==> src/rtl/vx_pe_imul_array.sv <==
// vx_pe_imul_array
// NUM_PES independent, fixed-latency RV32M/RV64M multiply pipelines that share
// a single advance strobe. No valid/tag state lives here: the upstream
// serializer tracks which enabled cycle carries a real operation.
`timescale 1ns/1ps

module vx_pe_imul_array #(
   parameter int NUM_PES = 1,
   parameter int XLEN    = 32,
   parameter int LATENCY = 3
) (
   input  logic                          clk,
   input  logic                          reset,
   input  logic                          enable,
   input  logic [NUM_PES*(2+2*XLEN)-1:0] data_in,
   output logic [NUM_PES*XLEN-1:0]       data_out
);

   localparam int IN_W = 2 + 2*XLEN;
   // The full signed (XLEN+1)x(XLEN+1) product is 2*XLEN+2 bits wide, but only
   // bits [2*XLEN-1:0] are ever selected, so the multiply is carried out
   // modulo 2^(2*XLEN). Those low bits are identical to the full product's.
   localparam int PW   = 2*XLEN;
   // Pure delay registers between the product register and the output stage.
   localparam int NDLY = (LATENCY > 2) ? LATENCY - 2 : 0;

   if (LATENCY < 1 || LATENCY > 4) begin : g_bad_latency
      $error("vx_pe_imul_array: LATENCY must be in the range 1..4");
   end

   genvar gi;
   for (gi = 0; gi < NUM_PES; gi++) begin : g_pe
      logic [1:0]      op;
      logic [XLEN-1:0] a;
      logic [XLEN-1:0] b;
      logic            a_sgn;
      logic            b_sgn;
      logic [XLEN:0]   a_ext;
      logic [XLEN:0]   b_ext;
      logic            sel_hi;

      assign {op, a, b} = data_in[gi*IN_W +: IN_W];

      // a is signed for MULH and MULHSU, b only for MULH.
      assign a_sgn  = (op == 2'd1) || (op == 2'd2);
      assign b_sgn  = (op == 2'd1);
      assign a_ext  = {a_sgn & a[XLEN-1], a};
      assign b_ext  = {b_sgn & b[XLEN-1], b};
      assign sel_hi = (op != 2'd0);

      logic [XLEN:0] a_src;
      logic [XLEN:0] b_src;
      logic          sel_src;

      if (LATENCY == 1) begin : g_no_stage1
         // Single-stage build: extend/multiply/select all feed the output reg.
         assign a_src   = a_ext;
         assign b_src   = b_ext;
         assign sel_src = sel_hi;
      end else begin : g_stage1
         logic [XLEN:0] a_ext_reg;
         logic [XLEN:0] b_ext_reg;
         logic          sel_hi_reg;

         // Stage 1: capture the extended operands and the half select.
         always_ff @(posedge clk) begin
            if (reset) begin
               a_ext_reg  <= '0;
               b_ext_reg  <= '0;
               sel_hi_reg <= 1'b0;
            end else if (enable) begin
               a_ext_reg  <= a_ext;
               b_ext_reg  <= b_ext;
               sel_hi_reg <= sel_hi;
            end
         end

         assign a_src   = a_ext_reg;
         assign b_src   = b_ext_reg;
         assign sel_src = sel_hi_reg;
      end

      // Sign-extend the (XLEN+1)-bit operands to PW bits; an unsigned PW-bit
      // multiply then yields the low PW bits of the signed product.
      logic [PW-1:0] a_wide;
      logic [PW-1:0] b_wide;
      logic [PW-1:0] product;

      assign a_wide  = {{(XLEN-1){a_src[XLEN]}}, a_src};
      assign b_wide  = {{(XLEN-1){b_src[XLEN]}}, b_src};
      assign product = a_wide * b_wide;

      logic [PW-1:0] prod_last;
      logic          sel_last;

      if (NDLY == 0) begin : g_no_dly
         assign prod_last = product;
         assign sel_last  = sel_src;
      end else begin : g_dly
         logic [PW-1:0] prod_dly_reg [0:NDLY-1];
         logic          sel_dly_reg  [0:NDLY-1];

         // Product register (stage 2) followed by pure delay stages.
         always_ff @(posedge clk) begin
            if (reset) begin
               for (int i = 0; i < NDLY; i++) begin
                  prod_dly_reg[i] <= '0;
                  sel_dly_reg[i]  <= 1'b0;
               end
            end else if (enable) begin
               prod_dly_reg[0] <= product;
               sel_dly_reg[0]  <= sel_src;
               for (int i = 1; i < NDLY; i++) begin
                  prod_dly_reg[i] <= prod_dly_reg[i-1];
                  sel_dly_reg[i]  <= sel_dly_reg[i-1];
               end
            end
         end

         assign prod_last = prod_dly_reg[NDLY-1];
         assign sel_last  = sel_dly_reg[NDLY-1];
      end

      logic [XLEN-1:0] out_reg;

      // Last stage: pick the low or high half into the output register.
      always_ff @(posedge clk) begin
         if (reset) begin
            out_reg <= '0;
         end else if (enable) begin
            out_reg <= sel_last ? prod_last[PW-1:XLEN] : prod_last[XLEN-1:0];
         end
      end

      assign data_out[gi*XLEN +: XLEN] = out_reg;
   end

endmodule

==> config.mk <==
export PLATFORM = sky130hd
export DESIGN_NAME = vx_pe_imul_array
export DESIGN_NICKNAME = d
export VERILOG_FILES = /design/src/rtl/vx_pe_imul_array.sv
export SDC_FILE = /design/constraint.sdc
export NUM_CORES = 2
export LEC_CHECK = 0
export BUFFER_PORTS_ARGS = -buffer_cell sky130_fd_sc_hd__buf_2
export CORE_MARGIN = 3
export CORE_UTILIZATION = 60
export DETAILED_ROUTE_END_ITERATION = 10
export GPL_ROUTABILITY_DRIVEN = 0
export PLACE_DENSITY = 0.77
export SKIP_CTS_REPAIR_TIMING = 1
export SYNTH_ARGS = -nofsm -noshare
export SYNTH_HDL_FRONTEND = slang
export SYNTH_SLANG_ARGS = --single-unit
==> constraint.sdc <==
create_clock -name clk -period 13.8 [get_ports clk]
set_clock_uncertainty 0.15 [all_clocks]
set_input_delay 0.69 -clock clk [delete_from_list [all_inputs] [get_ports clk]]
set_output_delay 0.69 -clock clk [all_outputs]
set_load 0.02 [all_outputs]
==> impl_metrics.sql <==
INSERT INTO impl_metrics (metric_group, metric, value, unit) VALUES
('setup_path', 'cp.required', '13.90', 'ns'),
('cells_and_area', 'area.growth.synth_to_final', '4.29', '%'),
('global_routing', 'met1_usage', '0.369', ''),
('min_path', 'hold_class', 'input port to flop', ''),
('placement', 'post-dp-hpwl', '85500', 'um'),
('detailed_routing', 'drt_first_iter_violations', '1918', ''),
('sta', 'slew_headroom', '0.256', ''),
('pwr', 'seqPwrFrac', '0.187', ''),
('sta', 'max_freq', '107', 'MHz'),
('clock_network', 'cts_root_buf', 'clkbuf_16', ''),
('pwr', 'power.net_switching', '1.69', 'mW'),
('run_status', 'status', 'finished, final reports clean', ''),
('clock_network', 'clk-insertion-delay-late', '0.50', 'ns'),
('cells_and_area', 'fill_cells', '5918', ''),
('clock_network', 'path_clk_slew', '0.09', 'ns'),
('pwr', 'share_of_power_burned_in_combinational_logic', '0.657', ''),
('clock_network', 'cts-htree-levels', '4', ''),
('synthesis', 'ys_seq_area_frac', '0.0886', ''),
('sta', 'ratio_of_final_minimum_period_to_clock_period', '0.679', ''),
('detailed_routing', 'drt-vias-per-instance', '5.55', ''),
('synthesis', 'post_synth_num_cell_types', '65', ''),
('synthesis', 'synth_enable_flop_cells', '65', ''),
('floorplanning', 'floorplan.core_area', '73100', 'um^2'),
('sta', 'timing.final.hold_violations', '0', ''),
('floorplanning', 'rows', '99', ''),
('cells_and_area', 'multi_input_comb_area', '35400', 'um^2'),
('pwr', 'power_density', '72.7', 'nW/um^2'),
('pwr', 'fin_total_pwr', '3.37', 'mW'),
('cells_and_area', 'ff_latch_area', '3940', 'um^2'),
('sta', 'min_period', '9.38', 'ns'),
('synthesis', 'synth_flop_cell', 'dfxtp_1', ''),
('synthesis', 'syn_inst', '4661', ''),
('pwr', 'p_sw_frac', '0.503', ''),
('global_routing', 'global_route.usage.met3', '0.0394', ''),
('floorplanning', 'die_h', '278', 'um'),
('global_routing', 'pin_count_of_the_biggest_net_entering_global_routing', '85', ''),
('global_routing', 'first_global_vias', '34197', ''),
('clock_network', 'cts_buffers', '17', ''),
('placement', 'placed_cells_incl_taps', '5533', ''),
('global_routing', 'wire_length_of_the_first_global_routing_pass', '178000', 'um'),
('clock_network', 'cts_max_path_buffers', '2', ''),
('global_routing', 'grt_antenna_before_repair', '2', ''),
('synthesis', 'synth.cell_area', '44400', 'um^2'),
('setup_path', 'start_kind', 'flop', ''),
('pwr', 'clockPowerShare', '0.156', ''),
('setup_path', 'crit-reg2reg-launch', 'g_pe[0].b_src[1]', ''),
('setup_path', 'cp_max_fo', '34', ''),
('run', 'max_cap_violations', '0', ''),
('detailed_routing', 'detail_route.first_pass.iterations', '7', ''),
('sta', 'report.final.slew_viol_count', '0', ''),
('setup_path', 'startpoint', 'g_pe[0].b_src[1]', ''),
('cells_and_area', 'final_util', '0.633', ''),
('cells_and_area', 'antennaDiodeCount', '0', ''),
('pwr', 'vdd_ir_drop_max', '97.9', 'uV'),
('synthesis', 'per_instance_average_area_after_synthesis', '9.52', 'um^2'),
('cells_and_area', 'max_ffs_per_register', '64', ''),
('global_routing', 'grtUsageTotal', '0.291', ''),
('sta', 'worstMarginPinSlew', '1.12', 'ns'),
('detailed_routing', 'routed_wire_length_per_instance', '19.0', 'um'),
('floorplanning', 'boundaryPins', '101', ''),
('global_routing', 'grt.met2_usage', '0.509', ''),
('global_routing', 'global_route.overflow_total', '0', ''),
('synthesis', 'synth_seq_cells', '164', ''),
('clock_network', 'tritoncts_clock_tree', 'built', ''),
('setup_path', 'critPathArrivalTime', '9.48', 'ns'),
('floorplanning', 'die_width', '278', 'um'),
('sta', 'rsz_0062_raised_after_global_routing', 'no', ''),
('detailed_routing', 'wl', '106000', 'um'),
('detailed_routing', 'dr_vias', '30893', ''),
('synthesis', 'synth_async_sr_flop_share', '0', ''),
('synthesis', 'mappedNetlistNets', '6069', '');
-- layout make-up --
| cell class | instances | share of cell area |
|---|---|---|
| multi-input cells | 3144 | 0.764 |
| repair buffers | 169 | 0.0222 |
| well taps | 959 | 0.0259 |
| clock inverters | 14 | 0.00389 |
| inverters | 1097 | 0.0889 |
| flip-flops and latches | 164 | 0.0851 |
| clock buffers | 18 | 0.00973 |
-- synthesized netlist by cell type (21+ instances only) --
library cell	instances	area, um^2
edfxtp_1	65	1950
a21o_1	39	293
inv_1	1097	4120
fa_1	1125	22500
nor2b_1	27	169
dfxtp_1	99	1980
nand2_1	559	2100
nor3_1	21	105
nor2_1	158	593
a211oi_1	41	308
a21oi_1	61	305
ha_1	214	2680
o21ai_0	37	185
and2_1	556	3480
xnor2_1	43	377
mux2i_1	100	1000
clkbuf_1	250	938
-- power groups by stage --
| stage | logic, mW | clock network (mW) | registers [mW] |
|---|---|---|---|
| 6_report | 2.21 | 0.526 | 0.629 |
| 5_1_grt | 2.50 | 0.554 | 0.636 |
| 4_1_cts | 2.22 | 0.536 | 0.629 |
| 3_3_place_gp | 2.15 | 0 | 0.638 |
| 3_5_place_dp | 2.20 | 0 | 0.638 |
| 2_1_floorplan | 1.58 | 0 | 0.630 |
-- worst max-delay path, stage by stage (launching register included) --
cell	delay (ns)
dfxtp_1	1.02
and2_1	0.30
fa_1	0.53
fa_1	0.56
fa_1	0.89
inv_1	0.23
fa_1	1.01
inv_1	0.33
fa_1	0.53
fa_1	0.50
fa_1	0.49
inv_1	0.05
fa_1	0.47
inv_1	0.04
ha_1	0.36
a21oi_1	0.41
o21bai_1	0.12
a21o_1	0.22
a21o_1	0.18
a21o_1	0.20
a21o_1	0.18
a21oi_1	0.13
o31ai_1	0.10
mux2i_1	0.12
-- cells in the final DEF, fill, tap and decap left out, types with 70 or more instances in the layout --
cell type,count
and2_1,556
buf_2,98
buf_4,70
dfxtp_1,95
fa_1,1125
ha_1,214
inv_1,1097
mux2i_1,100
nand2_1,559
nor2_1,158
-- logic make-up (layout without fill, tap and decap cells) --
group           count (synthesis)  count (layout)  share of synthesized area
compound gates                261             261                     0.0410
xor+xnor                       61              61                     0.0120
fa+ha+maj                    1339            1339                      0.568
buf+inv                      1353            1298                      0.114
flops                         164             164                     0.0886
mux                           100             100                     0.0225
simple gates                 1383            1383                      0.154
-- layer usage --
layer	part of all wire	vias up	routed length [um]
li1	-	13387	-
met1	0.38	16026	40000
met2	0.52	1180	54500
met3	0.062	298	6520
met4	0.043	2	4520
met5	0.00012	-	13
-- through the flow --
stage	instance area, um^2	setup slack, ns
6_report	46300	4.42
5_1_grt	46300	3.84
3_5_place_dp	45700	4.43
2_1_floorplan	44400	5.63
4_1_cts	46300	4.43
3_3_place_gp	45700	4.66
-- final timing paths --
kind | to | cells past startpoint
setup / recovery | g_pe[0].g_dly.prod_dly_reg[0][61] | 23
hold / removal | g_pe[0].b_src[30] | 3
setup reg to reg | g_pe[0].g_dly.prod_dly_reg[0][61] | 23
hold reg to reg | g_pe[0].g_stage1.sel_hi_reg | 2
No activity file was read; power rests on OpenSTA's default activity.
